==> config.mk <==
export PLATFORM = sky130hd
export DESIGN_NAME = mem_stage_dbus
export DESIGN_NICKNAME = d
export VERILOG_FILES = /design/src/rtl/mem_stage_dbus_pkg.sv /design/src/rtl/mem_stage_dbus_load_fmt.sv /design/src/rtl/mem_stage_dbus.sv
export SDC_FILE = /design/constraint.sdc
export NUM_CORES = 1
export LEC_CHECK = 0
export CAP_MARGIN = 15
export CORE_MARGIN = 5
export CORE_UTILIZATION = 40
export CTS_CLUSTER_DIAMETER = 150
export CTS_CLUSTER_SIZE = 30
export DETAILED_ROUTE_END_ITERATION = 12
export GPL_TIMING_DRIVEN = 0
export HOLD_SLACK_MARGIN = 0.12
export PLACE_DENSITY = 0.81
export SLEW_MARGIN = 20
export SYNTH_ARGS = -nofsm -noshare
export SYNTH_HDL_FRONTEND = slang
export SYNTH_HIERARCHICAL = 1
export SYNTH_SLANG_ARGS = --single-unit
==> constraint.sdc <==
create_clock -name cpu_clk_50M -period 5.6 [get_ports cpu_clk_50M]
set_clock_uncertainty 0.05 [all_clocks]
set_input_delay 1.12 -clock cpu_clk_50M [delete_from_list [all_inputs] [get_ports cpu_clk_50M]]
set_output_delay 1.12 -clock cpu_clk_50M [all_outputs]
set_load 0.1 [all_outputs]
==> src/rtl/mem_stage_dbus_pkg.sv <==
// Shared definitions for the MiniMIPS32 memory stage: load/store ALU op codes,
// data-bus widths, FSM state encoding and the store byte-strobe helper.
package mem_stage_dbus_pkg;

  localparam int ALUOP_BUS_W  = 8;
  localparam int DBUS_WE_BUS  = 4;

  localparam logic [ALUOP_BUS_W-1:0] MINIMIPS32_ADD = 8'h18;
  localparam logic [ALUOP_BUS_W-1:0] MINIMIPS32_LB  = 8'h90;
  localparam logic [ALUOP_BUS_W-1:0] MINIMIPS32_LBU = 8'h91;
  localparam logic [ALUOP_BUS_W-1:0] MINIMIPS32_LH  = 8'h92;
  localparam logic [ALUOP_BUS_W-1:0] MINIMIPS32_LHU = 8'h93;
  localparam logic [ALUOP_BUS_W-1:0] MINIMIPS32_LW  = 8'h94;
  localparam logic [ALUOP_BUS_W-1:0] MINIMIPS32_SB  = 8'h98;
  localparam logic [ALUOP_BUS_W-1:0] MINIMIPS32_SH  = 8'h99;
  localparam logic [ALUOP_BUS_W-1:0] MINIMIPS32_SW  = 8'h9A;

  typedef enum logic [1:0] {
    ST_IDLE = 2'd0,
    ST_BUSY = 2'd1,
    ST_DONE = 2'd2
  } dbus_state_e;

  // Little-endian byte strobes; loads and non-memory ops yield 0000 (read).
  function automatic logic [DBUS_WE_BUS-1:0] store_strobe(
    input logic [ALUOP_BUS_W-1:0] aluop,
    input logic [1:0]             a
  );
    logic [DBUS_WE_BUS-1:0] we;
    case (aluop)
      MINIMIPS32_SB: we = 4'b0001 << a;
      MINIMIPS32_SH: we = a[1] ? 4'b1100 : 4'b0011;
      MINIMIPS32_SW: we = 4'b1111;
      default:       we = 4'b0000;
    endcase
    return we;
  endfunction

endpackage

==> src/rtl/mem_stage_dbus_load_fmt.sv <==
// Load-data formatter: selects the addressed byte/halfword lane of a bus word
// and sign- or zero-extends it according to the load op.
module mem_load_fmt
  import mem_stage_dbus_pkg::*;
(
  input  logic [ALUOP_BUS_W-1:0] aluop,
  input  logic [1:0]             a,
  input  logic [31:0]            data,
  output logic [31:0]            result
);

  logic [7:0]  lane [4];
  logic [7:0]  byte_sel;
  logic [15:0] half_sel;

  generate
    for (genvar gi = 0; gi < 4; gi++) begin : g_lane
      assign lane[gi] = data[8*gi +: 8];
    end
  endgenerate

  assign byte_sel = lane[a];
  assign half_sel = a[1] ? data[31:16] : data[15:0];

  always_comb begin
    case (aluop)
      MINIMIPS32_LB:  result = {{24{byte_sel[7]}}, byte_sel};
      MINIMIPS32_LBU: result = {24'h000000, byte_sel};
      MINIMIPS32_LH:  result = {{16{half_sel[15]}}, half_sel};
      MINIMIPS32_LHU: result = {16'h0000, half_sel};
      default:        result = data;
    endcase
  end

endmodule

==> src/rtl/mem_stage_dbus.sv <==
// MiniMIPS32 memory stage: decodes loads/stores, runs a req/ack data-bus transfer
// with wait states and optional timeout, and formats load data for MEM/WB.
module mem_stage_dbus
  import mem_stage_dbus_pkg::*;
#(
  parameter int ACK_TIMEOUT = 255
) (
  input  logic                   cpu_clk_50M,
  input  logic                   cpu_rst,
  input  logic [ALUOP_BUS_W-1:0] mem_aluop,
  input  logic [4:0]             mem_wa,
  input  logic                   mem_wreg,
  input  logic                   mem_whilo,
  input  logic                   mem_mreg,
  input  logic [31:0]            mem_wd,
  input  logic [31:0]            mem_din,
  input  logic [63:0]            mem_mul,
  input  logic                   dbus_ack,
  input  logic [31:0]            dbus_rdata,
  output logic                   dbus_req,
  output logic [DBUS_WE_BUS-1:0] dbus_we,
  output logic [31:0]            dbus_addr,
  output logic [31:0]            dbus_wdata,
  output logic                   stall_req_mem,
  output logic [4:0]             wb_wa,
  output logic                   wb_wreg,
  output logic [31:0]            wb_wd,
  output logic                   wb_whilo,
  output logic [63:0]            wb_hilo,
  output logic                   adr_err,
  output logic                   bus_err
);

  localparam int CNT_W = (ACK_TIMEOUT > 1) ? $clog2(ACK_TIMEOUT + 1) : 1;
  localparam logic [CNT_W-1:0] CNT_LAST = CNT_W'(ACK_TIMEOUT - 1);

  dbus_state_e      state_reg;
  logic [CNT_W-1:0] cnt_reg;
  logic [31:0]      rbuf_reg;
  logic             abort_reg;

  logic        is_load, is_store, is_half, is_word;
  logic        is_mem, misalign, mem_go, in_done, timeout_hit;
  logic [1:0]  a;
  logic [31:0] wdata_next;
  logic [31:0] load_data;

  assign a = mem_wd[1:0];

  always_comb begin
    is_load  = 1'b0;
    is_store = 1'b0;
    is_half  = 1'b0;
    is_word  = 1'b0;
    case (mem_aluop)
      MINIMIPS32_LB, MINIMIPS32_LBU: is_load = 1'b1;
      MINIMIPS32_LH, MINIMIPS32_LHU: begin is_load = 1'b1; is_half = 1'b1; end
      MINIMIPS32_LW:                 begin is_load = 1'b1; is_word = 1'b1; end
      MINIMIPS32_SB:                 is_store = 1'b1;
      MINIMIPS32_SH:                 begin is_store = 1'b1; is_half = 1'b1; end
      MINIMIPS32_SW:                 begin is_store = 1'b1; is_word = 1'b1; end
      default: ;
    endcase
  end

  assign is_mem   = is_load | is_store;
  assign misalign = (is_half & a[0]) | (is_word & (a != 2'b00));
  assign mem_go   = is_mem & ~misalign;
  assign in_done  = (state_reg == ST_DONE);
  assign timeout_hit = (ACK_TIMEOUT != 0) && (cnt_reg == CNT_LAST);

  always_comb begin
    case (mem_aluop)
      MINIMIPS32_SB: wdata_next = {4{mem_din[7:0]}};
      MINIMIPS32_SH: wdata_next = {2{mem_din[15:0]}};
      default:       wdata_next = mem_din;
    endcase
  end

  mem_load_fmt u_load_fmt (
    .aluop  (mem_aluop),
    .a      (a),
    .data   (rbuf_reg),
    .result (load_data)
  );

  always_ff @(posedge cpu_clk_50M or posedge cpu_rst) begin
    if (cpu_rst) begin
      state_reg  <= ST_IDLE;
      cnt_reg    <= '0;
      rbuf_reg   <= '0;
      abort_reg  <= 1'b0;
      dbus_req   <= 1'b0;
      dbus_we    <= '0;
      dbus_addr  <= '0;
      dbus_wdata <= '0;
      bus_err    <= 1'b0;
    end else begin
      bus_err <= 1'b0;
      case (state_reg)
        ST_IDLE: begin
          if (mem_go) begin
            dbus_req   <= 1'b1;
            dbus_addr  <= {mem_wd[31:2], 2'b00};
            dbus_we    <= store_strobe(mem_aluop, a);
            dbus_wdata <= wdata_next;
            cnt_reg    <= '0;
            abort_reg  <= 1'b0;
            state_reg  <= ST_BUSY;
          end
        end
        ST_BUSY: begin
          cnt_reg <= cnt_reg + CNT_W'(1);
          // An ack arriving on the timeout cycle still completes the transfer.
          if (dbus_ack) begin
            rbuf_reg  <= dbus_rdata;
            dbus_req  <= 1'b0;
            state_reg <= ST_DONE;
          end else if (timeout_hit) begin
            dbus_req  <= 1'b0;
            bus_err   <= 1'b1;
            abort_reg <= 1'b1;
            state_reg <= ST_DONE;
          end
        end
        ST_DONE: state_reg <= ST_IDLE;
        default: state_reg <= ST_IDLE;
      endcase
    end
  end

  assign stall_req_mem = ~cpu_rst &
                         (((state_reg == ST_IDLE) & mem_go) | (state_reg == ST_BUSY));
  assign adr_err  = ~cpu_rst & is_mem & misalign;
  assign wb_wa    = mem_wa;
  assign wb_whilo = ~cpu_rst & mem_whilo;
  assign wb_hilo  = mem_mul;
  assign wb_wd    = (in_done & is_load & mem_mreg) ? load_data : mem_wd;

  // Loads only write back once their data is in the buffer; aborts never write.
  always_comb begin
    wb_wreg = mem_wreg;
    if (cpu_rst || (is_mem && misalign))
      wb_wreg = 1'b0;
    else if (is_load && !in_done)
      wb_wreg = 1'b0;
    else if (in_done && abort_reg)
      wb_wreg = 1'b0;
  end

endmodule

==> reports/qor.csv <==
metric;value;unit
ys_async_sr_fraction;100;%
worst_hold_path.num_cells;1;
crit_type;input port to output port;
reg2reg_depth;4;
timing.slew.headroom;30.7;%
timing.rr.start;state_reg[1];
final_cell_mix;249 x clkdlybuf4s50_1, 111 x dfrtp_1, 108 x mux2_2;
dieArea;19500;um2
synth_mux_area_share;31.4;%
wl_per_cell;19.3;um
clockBufferDepth;2;
cp_max_fo;10;
rsz0062_at_grt;no;
cts_setup_buffers;0;
track_usage;20.4;%
ff_latch_area;2780;um2
wirelength;20.6;mm
worstHoldPathType;register to register;
globalRouteOverflowTotal;0;
port-buffer-count;282;
numCtsBuffers;9;
synth.area.top_cells;dfrtp_1 41%, mux2_2 18%, mux2_4 12%;
grt_pass1_wl;31.8;mm
powerDensity;420;nW/um2
synth_compound_area_share;8.48;%
holdPathEnd;dbus_req;
start_util;40.7;%
io_pins;354;
r2r-end;dbus_wdata[8];
syn2layout_area_growth;49.9;%
yosysWarnings;6;
cpPeakStageDelay;0.60;ns
gp_congestion;0.825;
leakagePower;4.47;nW
worstHoldStart;dbus_req;
seq_area_frac_synth;41.3;%
worstPathRequired;4.43;ns
synth_ff_type;dfrtp_1;
die_h;140;um
cts_sinks;111;
hpwl;16.5;mm
via_count;5279;
nets;1022;
arrival;4.21;ns
synth_area;6730;um2
synth_top_family_by_area;multiplexers;
grt_pass1_vias;5741;
fmax;186;MHz
die_width;140;um
status;completed;
htree_num_levels;3;
synth_cell_type_count;54;
finalPower;4.24;mW
critPathCaptureType;output port;
worstMarginPinSlew;1.04;ns
slew_viol_final;0;
ir_drop;0.000259;V
clk_latency;0.35;ns
clockRootBuffer;clkbuf_16;
cp.buffers_inverters;5;
fin_crit_sh;96.1;%
clkTransAtPathRegs;0.07;ns
max-cap-violations;0;
crit_path_cell_trace;clkdlybuf4s50_1, clkbuf_1, o21a_1, nor3_1, and3_1, clkbuf_1, buf_2, mux2_2, clkdlybuf4s15_2;
fin_crit;5.38;ns
ant_nets;0;
reg2reg_setup_slack;3.32;ns
synthSimpleGateAreaFrac;7.27;%
path_delay_family;buffers and inverters;
drtIter0Drc;219;
firstDrtPassIters;4;
antenna_found_initial;1;
synthXorXnorAreaFrac;0;%
drc;0;
hold_viol_final;0;
yosysTopAreaCell;dfrtp_1;
grt_start_max_net_pins;33;
syn-mean-instance-area;12.4;um2
multiInputGateArea;3200;um2
coreArea;16500;um2
yosysTopAreaCellShare;41.3;%
synth_seq_cells;111;
cts_tree;yes;
synth-edff-count;0;
via_per_inst;4.97;
drive_above_1_share;36.8;%
startpoint_type;input port;
fin_area;10100;um2
cpMostUsedCell;clkbuf_1;
setup_violations;0;
final_common_cell;clkdlybuf4s50_1;
slowest_stage;clkdlybuf4s50_1;
fp-row-count;47;
synth-adder-area-share;0.372;%
synth_cells;544;
fill_cells;1359;
postPlaceCellArea;9900;um2
-- how the worst max path moves through the flow --
stage,start,to,cells after the start
finish,mem_aluop[1],wb_wd[8],9
global route,mem_aluop[1],wb_wd[4],9
CTS,mem_aluop[1],wb_wd[1],9
detailed placement,mem_aluop[1],wb_wd[1],9
global placement,cpu_rst,wb_wreg,4
floorplan,mem_aluop[5],stall_req_mem,6
-- cell type report --
| class | count | share of cell area (%) |
|---|---|---|
| Antenna cell | 1 | 0.0248 |
| Sequential cell | 111 | 27.5 |
| Inverter | 9 | 0.372 |
| Buffer | 99 | 7.13 |
| Timing Repair Buffer | 285 | 27.6 |
| Clock inverter | 2 | 0.595 |
| Tap cell | 220 | 2.73 |
| Multi-Input combinational cell | 326 | 31.7 |
| Clock buffer | 10 | 2.27 |
-- layer usage --
| metal | wire length (um) | vias up | track usage [%] |
|---|---|---|---|
| met1 | 7970 | 2541 | 24.0 |
| met2 | 10500 | 232 | 36.0 |
| li1 | - | 2474 | - |
| met5 | 0 | - | 0 |
| met4 | 495 | 0 | 6.83 |
| met3 | 1580 | 32 | 5.42 |
-- repair_timing --
item	in CTS	in global routing
hold buffers	0	0
hold endpoints to repair	0	0
pin swaps	0	0
resized for setup	51	42
cloned	0	0
setup endpoints to repair	33	21
-- report_power, final --
group          switching, mW  internal, mW  leakage [nW]
logic                   1.64         0.725          2.96
clock network          0.283         0.383         0.140
registers              0.170          1.04          1.37
-- cell families (layout without fill, tap and decap cells) --
kind of cell | count (synthesis) | after routing
mux | 170 | 170
flops | 111 | 111
buf+inv | 108 | 405
fa+ha+maj | 2 | 2
compound gates | 73 | 73
simple gates | 79 | 79
other cells | 1 | 3
-- synth_stat cells, types with 5 or more instances --
cell type / number
dfrtp_1: 111
mux2_2: 108
buf_4: 71
mux2_4: 54
nand2_1: 21
a21o_1: 18
nor2_1: 15
clkbuf_1: 11
o21ai_0: 11
inv_1: 9
buf_6: 8
o31ai_1: 8
a2bb2oi_1: 7
o22ai_1: 7
mux2i_1: 5
nor3_1: 5
-- per-stage QoR --
stage,setup WS (ns),hold slack (ns),utilization (%),cells,setup TNS (ns)
global placement,-1.31,0.410,59.5,1047,-9.99
finish,0.220,0.438,61.1,1063,0
detailed placement,-0.315,0.423,59.9,1050,-7.34
global route,0.0512,0.457,61.1,1063,0
CTS,-0.0831,0.439,61.5,1062,-0.0831
floorplan,0.486,0.407,-,545,0
Power figures use the tool's default switching activity.
